`src/rtl/muldiv_pkg.sv`:
```
// rtl/muldiv_pkg.sv - shared encodings for the iterative multiply/divide unit
package muldiv_pkg;

  typedef enum logic [1:0] {
    OP_MULT  = 2'b00,
    OP_MULTU = 2'b01,
    OP_DIV   = 2'b10,
    OP_DIVU  = 2'b11
  } op_e;

  typedef enum logic [1:0] {
    S_IDLE = 2'd0,
    S_CALC = 2'd1,
    S_FIX  = 2'd2
  } state_e;

endpackage

```
`src/rtl/muldiv_unit_cond_neg.sv`:
```
// rtl/muldiv_unit_cond_neg.sv - conditional two's-complement negate
module cond_neg #(
  parameter int WIDTH = 32
) (
  input  logic [WIDTH-1:0] x,
  input  logic             neg,
  output logic [WIDTH-1:0] y
);

  assign y = neg ? ('0 - x) : x;

endmodule

```
`src/rtl/muldiv_unit.sv`:
```
// rtl/muldiv_unit.sv - iterative MULT/MULTU/DIV/DIVU with HI/LO registers
// Works on magnitudes for WIDTH cycles, then applies the sign fix in one extra cycle.
module muldiv_unit
  import muldiv_pkg::*;
#(
  parameter int WIDTH = 32
) (
  input  logic             clk,
  input  logic             reset,
  input  logic             start,
  input  logic [1:0]       op,
  input  logic [WIDTH-1:0] a,
  input  logic [WIDTH-1:0] b,
  input  logic             abort,
  input  logic             wr_hi,
  input  logic             wr_lo,
  input  logic [WIDTH-1:0] wr_data,
  output logic             busy,
  output logic             done,
  output logic [WIDTH-1:0] hi,
  output logic [WIDTH-1:0] lo
);

  localparam int CW = $clog2(WIDTH + 1);

  state_e             state_q, state_d;
  logic [CW-1:0]      cnt_q, cnt_d;
  logic [2*WIDTH-1:0] acc_q, acc_d;
  logic [WIDTH-1:0]   rem_q, rem_d;
  logic [WIDTH-1:0]   bmag_q, bmag_d;
  logic               is_div_q, is_div_d;
  logic               neg_res_q, neg_res_d;
  logic               neg_rem_q, neg_rem_d;
  logic               div0_q, div0_d;
  logic [WIDTH-1:0]   hi_q, hi_d, lo_q, lo_d;
  logic               done_q, done_d;

  logic               op_signed, a_neg, b_neg, accept;
  logic [WIDTH-1:0]   a_mag, b_mag;
  logic [WIDTH:0]     psum, shifted, trial;
  logic [2*WIDTH-1:0] prod_fix;
  logic [WIDTH-1:0]   quot_fix, rem_fix;

  assign op_signed = (op == OP_MULT) || (op == OP_DIV);
  assign a_neg     = op_signed & a[WIDTH-1];
  assign b_neg     = op_signed & b[WIDTH-1];
  assign accept    = (state_q == S_IDLE) && start && !abort;

  cond_neg #(.WIDTH(WIDTH)) u_abs_a (.x(a), .neg(a_neg), .y(a_mag));
  cond_neg #(.WIDTH(WIDTH)) u_abs_b (.x(b), .neg(b_neg), .y(b_mag));

  // Shift-add multiply: low half of acc holds the remaining multiplier bits.
  assign psum    = {1'b0, acc_q[2*WIDTH-1:WIDTH]} + {1'b0, (acc_q[0] ? bmag_q : '0)};
  // Restoring divide: low half of acc shifts dividend bits out and quotient bits in.
  assign shifted = {rem_q, acc_q[WIDTH-1]};
  assign trial   = shifted - {1'b0, bmag_q};

  // A zero divisor yields an all-ones quotient whose sign must stay untouched.
  cond_neg #(.WIDTH(2*WIDTH)) u_fix_prod (.x(acc_q), .neg(neg_res_q), .y(prod_fix));
  cond_neg #(.WIDTH(WIDTH)) u_fix_quot (.x(acc_q[WIDTH-1:0]), .neg(neg_res_q & ~div0_q), .y(quot_fix));
  cond_neg #(.WIDTH(WIDTH)) u_fix_rem (.x(rem_q), .neg(neg_rem_q), .y(rem_fix));

  always_comb begin
    state_d   = state_q;
    cnt_d     = cnt_q;
    acc_d     = acc_q;
    rem_d     = rem_q;
    bmag_d    = bmag_q;
    is_div_d  = is_div_q;
    neg_res_d = neg_res_q;
    neg_rem_d = neg_rem_q;
    div0_d    = div0_q;
    hi_d      = hi_q;
    lo_d      = lo_q;
    done_d    = 1'b0;
    case (state_q)
      S_IDLE: begin
        if (wr_hi) hi_d = wr_data;
        if (wr_lo) lo_d = wr_data;
        if (accept) begin
          state_d   = S_CALC;
          cnt_d     = CW'(WIDTH);
          acc_d     = {{WIDTH{1'b0}}, a_mag};
          rem_d     = '0;
          bmag_d    = b_mag;
          is_div_d  = (op == OP_DIV) || (op == OP_DIVU);
          neg_res_d = a_neg ^ b_neg;
          neg_rem_d = a_neg;
          div0_d    = (b == '0);
        end
      end
      S_CALC: begin
        if (abort) begin
          state_d = S_IDLE;
        end else begin
          if (is_div_q) begin
            acc_d[WIDTH-1:0] = {acc_q[WIDTH-2:0], ~trial[WIDTH]};
            rem_d            = trial[WIDTH] ? shifted[WIDTH-1:0] : trial[WIDTH-1:0];
          end else begin
            acc_d = {psum, acc_q[WIDTH-1:1]};
          end
          cnt_d = cnt_q - CW'(1);
          if (cnt_q == CW'(1)) state_d = S_FIX;
        end
      end
      S_FIX: begin
        state_d = S_IDLE;
        if (!abort) begin
          if (is_div_q) begin
            hi_d = rem_fix;
            lo_d = quot_fix;
          end else begin
            {hi_d, lo_d} = prod_fix;
          end
          done_d = 1'b1;
        end
      end
      default: state_d = S_IDLE;
    endcase
  end

  always_ff @(posedge clk or posedge reset) begin
    if (reset) begin
      state_q   <= S_IDLE;
      cnt_q     <= '0;
      acc_q     <= '0;
      rem_q     <= '0;
      bmag_q    <= '0;
      is_div_q  <= 1'b0;
      neg_res_q <= 1'b0;
      neg_rem_q <= 1'b0;
      div0_q    <= 1'b0;
      hi_q      <= '0;
      lo_q      <= '0;
      done_q    <= 1'b0;
    end else begin
      state_q   <= state_d;
      cnt_q     <= cnt_d;
      acc_q     <= acc_d;
      rem_q     <= rem_d;
      bmag_q    <= bmag_d;
      is_div_q  <= is_div_d;
      neg_res_q <= neg_res_d;
      neg_rem_q <= neg_rem_d;
      div0_q    <= div0_d;
      hi_q      <= hi_d;
      lo_q      <= lo_d;
      done_q    <= done_d;
    end
  end

  assign busy = (state_q != S_IDLE);
  assign done = done_q;
  assign hi   = hi_q;
  assign lo   = lo_q;

endmodule

```
`config.mk`:
```
export PLATFORM = sky130hd
export DESIGN_NAME = muldiv_unit
export DESIGN_NICKNAME = d
export VERILOG_FILES = /design/src/rtl/muldiv_pkg.sv /design/src/rtl/muldiv_unit_cond_neg.sv /design/src/rtl/muldiv_unit.sv
export SDC_FILE = /design/constraint.sdc
export NUM_CORES = 1
export LEC_CHECK = 0
export CORE_MARGIN = 2
export CORE_UTILIZATION = 58
export DETAILED_ROUTE_END_ITERATION = 10
export PLACE_DENSITY = 0.89
export SYNTH_ARGS = -nofsm -noshare
export SYNTH_HDL_FRONTEND = slang
export SYNTH_SLANG_ARGS = --single-unit
```
`constraint.sdc`:
```
create_clock -name clk -period 9.4 [get_ports clk]
set_input_delay 2.35 -clock clk [delete_from_list [all_inputs] [get_ports clk]]
set_output_delay 2.35 -clock clk [all_outputs]
set_load 0.02 [all_outputs]
```
Yosys cells after proc, flatten, opt, wreduce, memory -nomap -nowiden:

Cells that the tools add are included.

* multiplexer cells: 33
* bitwise logic cells: 6
* div/mod/pow operators: 0
* multipliers: 0
* magnitude comparators: 0
* shift-type cells: 0
* equal/unequal tests: 13
* reductions and logical operators: 18
* add/subtract/negate cells: 8

Operator list (number)
* two-way mux 32 bit: 17
* two-way mux 64 bit: 3
* one-hot mux 32 bit (2 select lines): 3
* one-hot mux 64 bit (2 select lines): 1
* subtractor 1 x 32 -> 32 bit, first input constant: 4
* subtractor 1 x 64 -> 64 bit, first input constant: 1
* adder 32 x 32 -> 33 bit: 1
* subtractor 33 x 32 -> 33 bit: 1
* logical NOT 32 bit: 1
* != test 2 bit, second input constant: 7
* two-way mux 6 bit: 2
* one-hot mux 6 bit (2 select lines): 1
* AND reduction 3 bit: 3
* AND reduction 4 bit: 2
* equality test 2 bit, second input constant: 3
* equality test 6 x 1 -> 1 bit, second input constant: 1
* two-way mux 2 bit: 3
* nonzero test 2 bit: 3
* subtractor 6 x 1 -> 6 bit, second input constant: 1
* logical NOT 2 bit: 2
* one-hot mux 2 bit (2 select lines): 1
* AND reduction 2 bit: 2
* AND 1 bit: 3
* != test 3 bit, second input constant: 1
* other kinds (7): 11

* bits in latches: 0
* memory bits (writable): 0
* memories: 0
* bits in registers: 205
* logic and storage cells: 91
* memory bits (read-only): 0
* input port bits: 104

Longest topological paths before layout:

Gate-level depths: netlist (run 1).

* word-level depth: 6
* gate-level depth with buffers: 14
* gate-level depth less buffers: 13

By module:

From an unflattened synthesis (run 1), not the netlist that was laid out.

* cells, all modules: 2052
* area total of the unflattened synthesis: 17625.7 um^2

By module, submodules not included
* muldiv_unit: area an instance 13103.8 um^2, sequential area each 5129.9 um^2, times used 1, cells each 1422
* cond_neg (u_abs_a ...): area an instance 767.0 um^2, sequential area each 0.0 um^2, times used 4, cells each 108
* cond_neg (u_fix_prod): area an instance 1453.9 um^2, sequential area each 0.0 um^2, times used 1, cells each 198

Worst setup path after synthesis (run 1):

OpenSTA, ideal clock, no wires.

* path type: input to register
* start point: in b[8]
* end point: reg bmag_q[28]
* buffers on the path: 0
* arrival: 4.627 ns
* stages on the path: 9
* setup slack: 4.639 ns
* cell sequence: or4_1 -> nor4_1 -> nor2b_1 -> nand4b_1 -> or2_2 -> nor4_1 -> a21oi_1 -> xnor2_1 -> o21ai_0

* longest elaborated chain between the ends: 2

RTL lines
* from (decl): line muldiv_unit.sv:13 `input logic [WIDTH-1:0] b,`
* subtractor 1 x 32 -> 32 bit: line muldiv_unit_cond_neg.sv:10 `assign y = neg ? ('0 - x) : x;`
* two-way mux 32 bit: line muldiv_unit_cond_neg.sv:10
* to (signal assigned): line muldiv_unit.sv:141 `bmag_q <= bmag_d;`
* to (decl): line muldiv_unit.sv:30 `logic [WIDTH-1:0] bmag_q, bmag_d;`

Every way passes these cells.
A chain may end at the register's enable or synchronous reset.

Worst setup path after layout (run 1):

* start point: in abort
* end point: reg lo_q[0] (netlist: lo[0])

* longest elaborated chain between the ends: 2

RTL lines
* from (decl): line muldiv_unit.sv:14 `input logic abort,`
* != test 2 bit (no line)
* AND reduction 3 bit (no line)
* to (signal assigned): line muldiv_unit.sv:147 `lo_q <= lo_d;`
* to (decl): line muldiv_unit.sv:35 `logic [WIDTH-1:0] hi_q, hi_d, lo_q, lo_d;`

Every way passes these cells.

==> results of run 1 <==
power by group:
part           internal (mW)  total, mW  switching (mW)
Sequential              1.09       1.40           0.311
Combinational          0.680       1.65           0.973
Clock                  0.503      0.876           0.372
synthesized netlist by cell type (all sizes together), types with 10 or more instances:
master	count
o221ai	11
and3	16
o41ai	10
nor2	142
o211ai	18
clkbuf	94
nor3	38
a31oi	19
nor2b	15
o31ai	46
o21a	10
xnor2	112
a21o	30
inv	68
o21ai	252
or3	32
nand2b	22
xor2	87
a211oi	10
nand2	299
mux2i	65
nand3	29
buf	16
or4	18
a21oi	135
nand4	14
dfrtp	205
ha	70
nor4	17
a21boi	10
critical path, delay by kind of cell:
family	cells	cell delay, ps
compound gates	3	980
simple gates	3	960
buf+inv	3	1250
routing by layer:
metal  GRT usage (%)  vias to the layer above  routed length (µm)
met2            54.1                      827               21500
met3            3.88                      123                3990
li1                -                     7340                   -
met4            11.4                        0                1800
met1            43.7                     7309               19700
met5               0                        -                   0
state kept, by name, summed over array words and instances (netlist names), 2 cells and up:
register  flops
state_q       2
acc_q        64
cnt_q         6
bmag_q       32
rem_q        32
hi           32
lo           32
layout make-up:
cell class / count / area, µm²
multi-input combinational: 1622 / 10200
fill: 2157 / 8490
sequential: 205 / 5130
timing repair buffer: 181 / 1780
clock buffer: 34 / 647
tap: 341 / 427
inverter: 68 / 263
clock inverter: 7 / 66.3
final timing paths:
path | start | endpoint | slack [ps] | cells past startpoint
max | abort | lo[0]$_DFFE_PP0P_ | 4180 | 9
max reg2reg | acc_q[31]$_DFFE_PP0P_ | rem_q[2]$_DFFE_PP0P_ | 4790 | 11
min in group asynchronous | reset | lo[25]$_DFFE_PP0P_ | 2330 | 2
min reg2reg | bmag_q[24]$_DFFE_PP0P_ | bmag_q[24]$_DFFE_PP0P_ | 480 | 2
min | bmag_q[24]$_DFFE_PP0P_ | bmag_q[24]$_DFFE_PP0P_ | 480 | 2
max in group asynchronous | reset | neg_rem_q$_DFFE_PP0P_ | 5540 | 3
layout by cell type, fill, tap and decap left out, types with 44 or more instances in the layout:
| cell | count |
|---|---|
| nand2_1 | 299 |
| o21ai_0 | 247 |
| dfrtp_1 | 204 |
| clkdlybuf4s50_1 | 169 |
| nor2_1 | 141 |
| a21oi_1 | 133 |
| xnor2_1 | 112 |
| xor2_1 | 87 |
| ha_1 | 70 |
| inv_1 | 67 |
| mux2i_1 | 65 |
| o31ai_1 | 44 |
through the flow:
step,std cells,cell area [µm²],setup WS [ps],hold WS [ps],utilization [%]
floorplan,2005,16000,1450,439,-
global placement,2417,17800,3890,462,65.9
detailed placement,2417,17800,3760,473,65.9
CTS,2458,18500,4290,487,68.6
global route,2458,18500,3950,509,68.6
finish,2458,18500,4180,480,68.6
logic make-up (layout without fill, tap and decap cells):
| logic type | after synthesis | in the layout | synth area share (%) |
|---|---|---|---|
| simple gates | 685 | 685 | 20.2 |
| compound gates | 601 | 601 | 22.7 |
| flops | 205 | 205 | 32.1 |
| xor+xnor | 199 | 199 | 10.9 |
| buf+inv | 178 | 290 | 4.27 |
| fa+ha+maj | 72 | 72 | 5.73 |
| mux | 65 | 65 | 4.07 |
==> summary.log, run 1 <==
INFO  run_status     outcome=completed
INFO  global_routing globalRouteTotalUtil=32.4%
INFO  routing        ant_nets=0
INFO  placement      post-dp-hpwl=35900µm
INFO  synth          yosys.area.top_type_share=32.1%
INFO  synth          ys_seq_elements=205
INFO  die            area_of_the_die=28900µm²
INFO  synth          synth_fp_nets=2181
INFO  synth          asyncSetResetFlopFracSynth=100%
INFO  clock_network  numCtsBuffers=23
INFO  timing         setup-tns-final=0ps
INFO  clock_network  postCtsHoldBufs=0
INFO  synth          synth-seq-area-share=32.1%
INFO  final_layout   antenna-diode-count=0
INFO  routing        detailedRoute.firstIterationViolations=2185
INFO  setup_path     timing.critical_path.from_type=input pin
INFO  placement      globalplace.congestion=0.969
INFO  clock_network  insertion_delay=530ps
INFO  timing         grt_setup_unrepaired=no
INFO  timing         fmaxAchievable=192MHz
INFO  flow_run       max_cap_violations=0
INFO  synth          syn_area_per_cell=7.97µm²
INFO  die            floorplan.die.height=170µm
INFO  clock_network  buffer_cell_driving_the_clock_tree_root=clkbuf_16
INFO  routing        avgViaCountPerCell=6.35
INFO  power_and_ir_drop power.density_cell_area=212nW/µm²
INFO  setup_path     cp.arrival=5600ps
INFO  timing         finalClockSkew=11.0ps
INFO  clock_network  path_clk_slew=60ps
INFO  synth          cell_taking_the_most_area_after_synthesis=dfrtp_1
INFO  power_and_ir_drop power.leakage=8.02nW
INFO  setup_path     timing.setup.critical_path_class=in -> reg
INFO  routing        firstDrtPassIters=6
INFO  power_and_ir_drop peakVddDrop=0.000107V
INFO  die            floorplan.initialDensity=59.1%
INFO  setup_path     critical_path.max_fanout=64
INFO  final_layout   area_growth=15.9%
INFO  synth          synth_area=16000µm²
INFO  global_routing grt_max_degree=127
INFO  global_routing number_of_antenna_violations_at_the_first_check_in_global_routing=0
INFO  synth          ys_top_cells_by_area=dfrtp_1, o21ai_0, nand2_1
INFO  die            floorplan.core_area=27000µm²
INFO  synth          synth.yosys.warnings=0
INFO  final_layout   nets=2277
INFO  clock_network  cts-root-to-sink-buffers=3
INFO  synth          postSynthCellCount=2005
INFO  routing        routed_wire_length_per_instance=19.1µm
INFO  power_and_ir_drop power.total=3.93mW
INFO  routing        totalWireLength=47100µm
INFO  routing        detail_route.drc_violations=0
INFO  global_routing grt_pass1_vias=14.4k
INFO  timing         transition_time_of_the_tightest_slew_check_pin=1120ps
INFO  clock_network  htree_levels=1
INFO  die            ios=170
INFO  global_routing gr-total-overflow=0
INFO  timing         fin_crit_sh=55.5%
INFO  clock_network  cts_tree=done
INFO  global_routing grt_first_pass_wirelength=75300µm
INFO  timing         drv_slew=0
INFO  die            row_count=60
INFO  timing         post-route-min-period=5220ps
INFO  timing         max-slew-margin-rel=25.1%
INFO  hold_path      min_path_type=reg -> reg
INFO  final_layout   drive_above_1_share=3.64%
INFO  synth          synthFlopType=dfrtp_1
INFO  setup_path     cp_slowest_stage_delay=830ps
INFO  clock_network  post_cts.repair.setup_buffers=0
INFO  placement      io_buffer_count=169
INFO  die            dieWidth=170µm
INFO  routing        routed-via-count=15.6k
INFO  clock_network  post_cts_resize_count=0
INFO  timing         timing.final.hold_violations=0
INFO  setup_path     end_kind=flop
INFO  setup_path     cp.required=9780ps
INFO  synth          number_of_synthesized_flops_with_an_enable_pin=0
INFO  synth          number_of_unique_standard_cell_types_used_by_synthesis=78
INFO  timing         timing.final.setup_violations=0
INFO  clock_network  clock-sinks=205
INFO  setup_path     crit_chain=clkdlybuf4s50_1 > nand2b_1 > a21oi_4 > nand2_1 > inv_1 > a21oi_4 > buf_4 > nand2_1 > o21ai_0
INFO  setup_path     cell_type_of_the_slowest_stage_on_the_worst_timing_path=a21oi_4
(Power assumes the default switching activity.)
==> run 2: changes to the inputs <==
==> constraint.sdc (replaced) <==
create_clock -name clk -period 5.3 [get_ports clk]
set_input_delay 1.325 -clock clk [delete_from_list [all_inputs] [get_ports clk]]
set_output_delay 1.325 -clock clk [all_outputs]
set_load 0.02 [all_outputs]
==> summary.log, run 2 (synthesis gave the netlist of run 1 again) <==
INFO  run_status     outcome=completed
INFO  die            floorplan.die.height=170µm
INFO  setup_path     endpoint=rem_q[7]$_DFFE_PP0P_
INFO  placement      globalplace.congestion=0.933
INFO  routing        ant_nets=0
INFO  final_layout   fillers=2140
INFO  timing         worst_slack=1160ps
INFO  final_layout   instances_no_fill=2472
INFO  global_routing grt_first_pass_wirelength=76800µm
INFO  die            dieWidth=170µm
INFO  timing         finalClockSkew=24.2ps
INFO  clock_network  post_cts.repair.setup_buffers=0
INFO  final_layout   drive_above_1_share=4.55%
INFO  routing        wl_met3=4690µm
INFO  power_and_ir_drop power_switching=3.00mW
INFO  die            floorplan.initialDensity=59.1%
INFO  routing        drt-met1-wl=19600µm
INFO  die            area_of_the_die=28900µm²
INFO  clock_network  numCtsBuffers=24
INFO  timing         grt_setup_unrepaired=no
INFO  die            row_count=60
INFO  die            floorplan.core_area=27000µm²
INFO  power_and_ir_drop power.density_cell_area=385nW/µm²
INFO  final_layout   area_growth=17.5%
INFO  setup_path     rrSetupSlack=1160ps
INFO  placement      io_buffer_count=169
INFO  flow_run       max_cap_violations=0
INFO  final_layout   layout_commonest_cell=nand2_1
INFO  routing        top_signal_layer_used=met4
INFO  placement      placement.setup.worst_slack=692ps
INFO  final_layout   nets=2288
INFO  timing         transition_time_of_the_tightest_slew_check_pin=1180ps
INFO  setup_path     crit_start=acc_q[31]$_DFFE_PP0P_
INFO  clock_network  cts_tree=done
INFO  routing        detail_route.drc_violations=0
INFO  routing        firstDrtPassIters=8
INFO  clock_network  postCtsHoldBufs=0
INFO  placement      post-dp-hpwl=36700µm
INFO  timing         timing.final.setup_violations=0
INFO  power_and_ir_drop power_frac_seq=33.8%
INFO  setup_path     beginning_of_the_worst_register_to_register_path=acc_q[31]$_DFFE_PP0P_
INFO  setup_path     cp.arrival=4500ps
INFO  die            ios=170
INFO  timing         post-route-min-period=4140ps
INFO  routing        totalWireLength=47900µm
INFO  power_and_ir_drop pwr-share-clk=24.9%
INFO  power_and_ir_drop power.leakage=8.13nW
INFO  timing         timing.final.hold_violations=0
INFO  timing         fmaxAchievable=241MHz
INFO  setup_path     regToRegEndpoint=rem_q[7]$_DFFE_PP0P_
INFO  routing        routed_wire_length_per_instance=19.4µm
INFO  routing        routed-via-count=15.8k
INFO  placement      numPlacedInstances=2427
INFO  clock_network  cts-root-to-sink-buffers=3
INFO  clock_network  buffer_cell_driving_the_clock_tree_root=clkbuf_16
INFO  timing         drv_slew=0
INFO  final_layout   final_design_utilization=69.5%
INFO  global_routing globalRouteTotalUtil=32.9%
INFO  routing        avgViaCountPerCell=6.39
INFO  setup_path     reg2regPathDepth=13
INFO  setup_path     timing.critical_path.from_type=flop
INFO  timing         max-slew-margin-rel=21.2%
INFO  timing         fin_crit_sh=78.1%
INFO  power_and_ir_drop peakVddDrop=0.000239V
INFO  clock_network  insertion_delay=540ps
INFO  timing         setup-tns-final=0ps
INFO  clock_network  htree_levels=1
INFO  hold_path      min_path_type=reg -> reg
INFO  final_layout   most_frequent_cells_in_the_layout=nand2_1, o21ai_0, dfrtp_1
INFO  setup_path     cp.required=5660ps
INFO  setup_path     timing.setup.critical_path_class=reg -> reg
INFO  clock_network  post_cts_resize_count=0
INFO  global_routing gr-total-overflow=0
INFO  setup_path     critical_path.max_fanout=33
INFO  routing        detailedRoute.firstIterationViolations=1903
INFO  final_layout   largest_reg_flops=64
INFO  setup_path     end_kind=flop
INFO  power_and_ir_drop comb_power_share=41.3%
INFO  global_routing number_of_antenna_violations_at_the_first_check_in_global_routing=1
INFO  clock_network  clock-sinks=205
INFO  final_layout   top_reg_by_flops=acc_q
INFO  clock_network  path_clk_slew=70ps
INFO  power_and_ir_drop netSwitchingFraction=41.4%
INFO  power_and_ir_drop p_int=4.24mW
INFO  routing        met2RoutedLength=21500µm
INFO  global_routing grt_max_degree=86
INFO  global_routing grt_pass1_vias=14.9k
run 2: changes by cell type in the layout (fill, tap and decap cells not counted), sizes merged:
cell | previous run | this run
inv | 69 | 67
buf | 12 | 22
clkbuf | 34 | 26
diode | 0 | 1
clkinv | 4 | 7
clkinvlp | 1 | 7
bufinv | 1 | 5
run 2: cell type report:
| type | instances | area (µm²) | share of cell area [%] |
|---|---|---|---|
| clock inverters | 18 | 253 | 1.35 |
| diodes | 1 | 2.50 | 0.0133 |
| repair buffers | 191 | 1880 | 10.0 |
| multi-input cells | 1622 | 10200 | 54.4 |
| inverters | 68 | 259 | 1.38 |
| clock buffers | 26 | 618 | 3.29 |
| flip-flops and latches | 205 | 5130 | 27.3 |
| well taps | 341 | 427 | 2.27 |
run 2: critical path, cell delays in order, from the launching register on:
cell and delay [ps]:
dfrtp_1 490, inv_1 150, ha_1 250, fa_1 380, nand2b_1 210, a21oi_1 310, o21ai_1 240, a2111oi_0 610
or4b_1 260, nand4_1 140, nand3_2 80, buf_4 450, mux2i_1 270, o21ai_0 100
run 2: metal layers:
layer / vias to the layer above / GRT usage, %
met5: - / 0
met4: 0 / 12.8
met3: 138 / 5.42
met2: 906 / 53.8
met1: 7409 / 43.7
li1: 7343 / -
run 2: worst min-delay path by stage:
stage	end	slack [ps]	cells after the start	start
after floorplan	div0_q$_DFFE_PP0P_	440	2	div0_q$_DFFE_PP0P_
after global placement	bmag_q[8]$_DFFE_PP0P_	460	2	bmag_q[8]$_DFFE_PP0P_
after detailed placement	lo[28]$_DFFE_PP0P_	470	2	lo[28]$_DFFE_PP0P_
after CTS	bmag_q[2]$_DFFE_PP0P_	480	2	bmag_q[2]$_DFFE_PP0P_
after global routing	lo[28]$_DFFE_PP0P_	500	2	lo[28]$_DFFE_PP0P_
final	lo[18]$_DFFE_PP0P_	480	2	lo[18]$_DFFE_PP0P_
run 2: power groups by stage:
stage / combinational, mW / clock [mW] / sequential, mW
after CTS: 2.93 / 1.81 / 2.43
after global routing: 3.27 / 1.87 / 2.49
final: 2.99 / 1.80 / 2.45
after detailed placement: 2.90 / 0 / 2.45
after global placement: 2.80 / 0 / 2.42
after floorplan: 1.97 / 0 / 2.37
run 2: metrics by stage:
stage	area (µm²)	hold WS, ps	power [mW]
floorplan	16000	439	4.34
global placement	17900	463	5.22
detailed placement	17900	469	5.35
CTS	18800	484	7.17
global route	18800	502	7.63
finish	18800	478	7.24
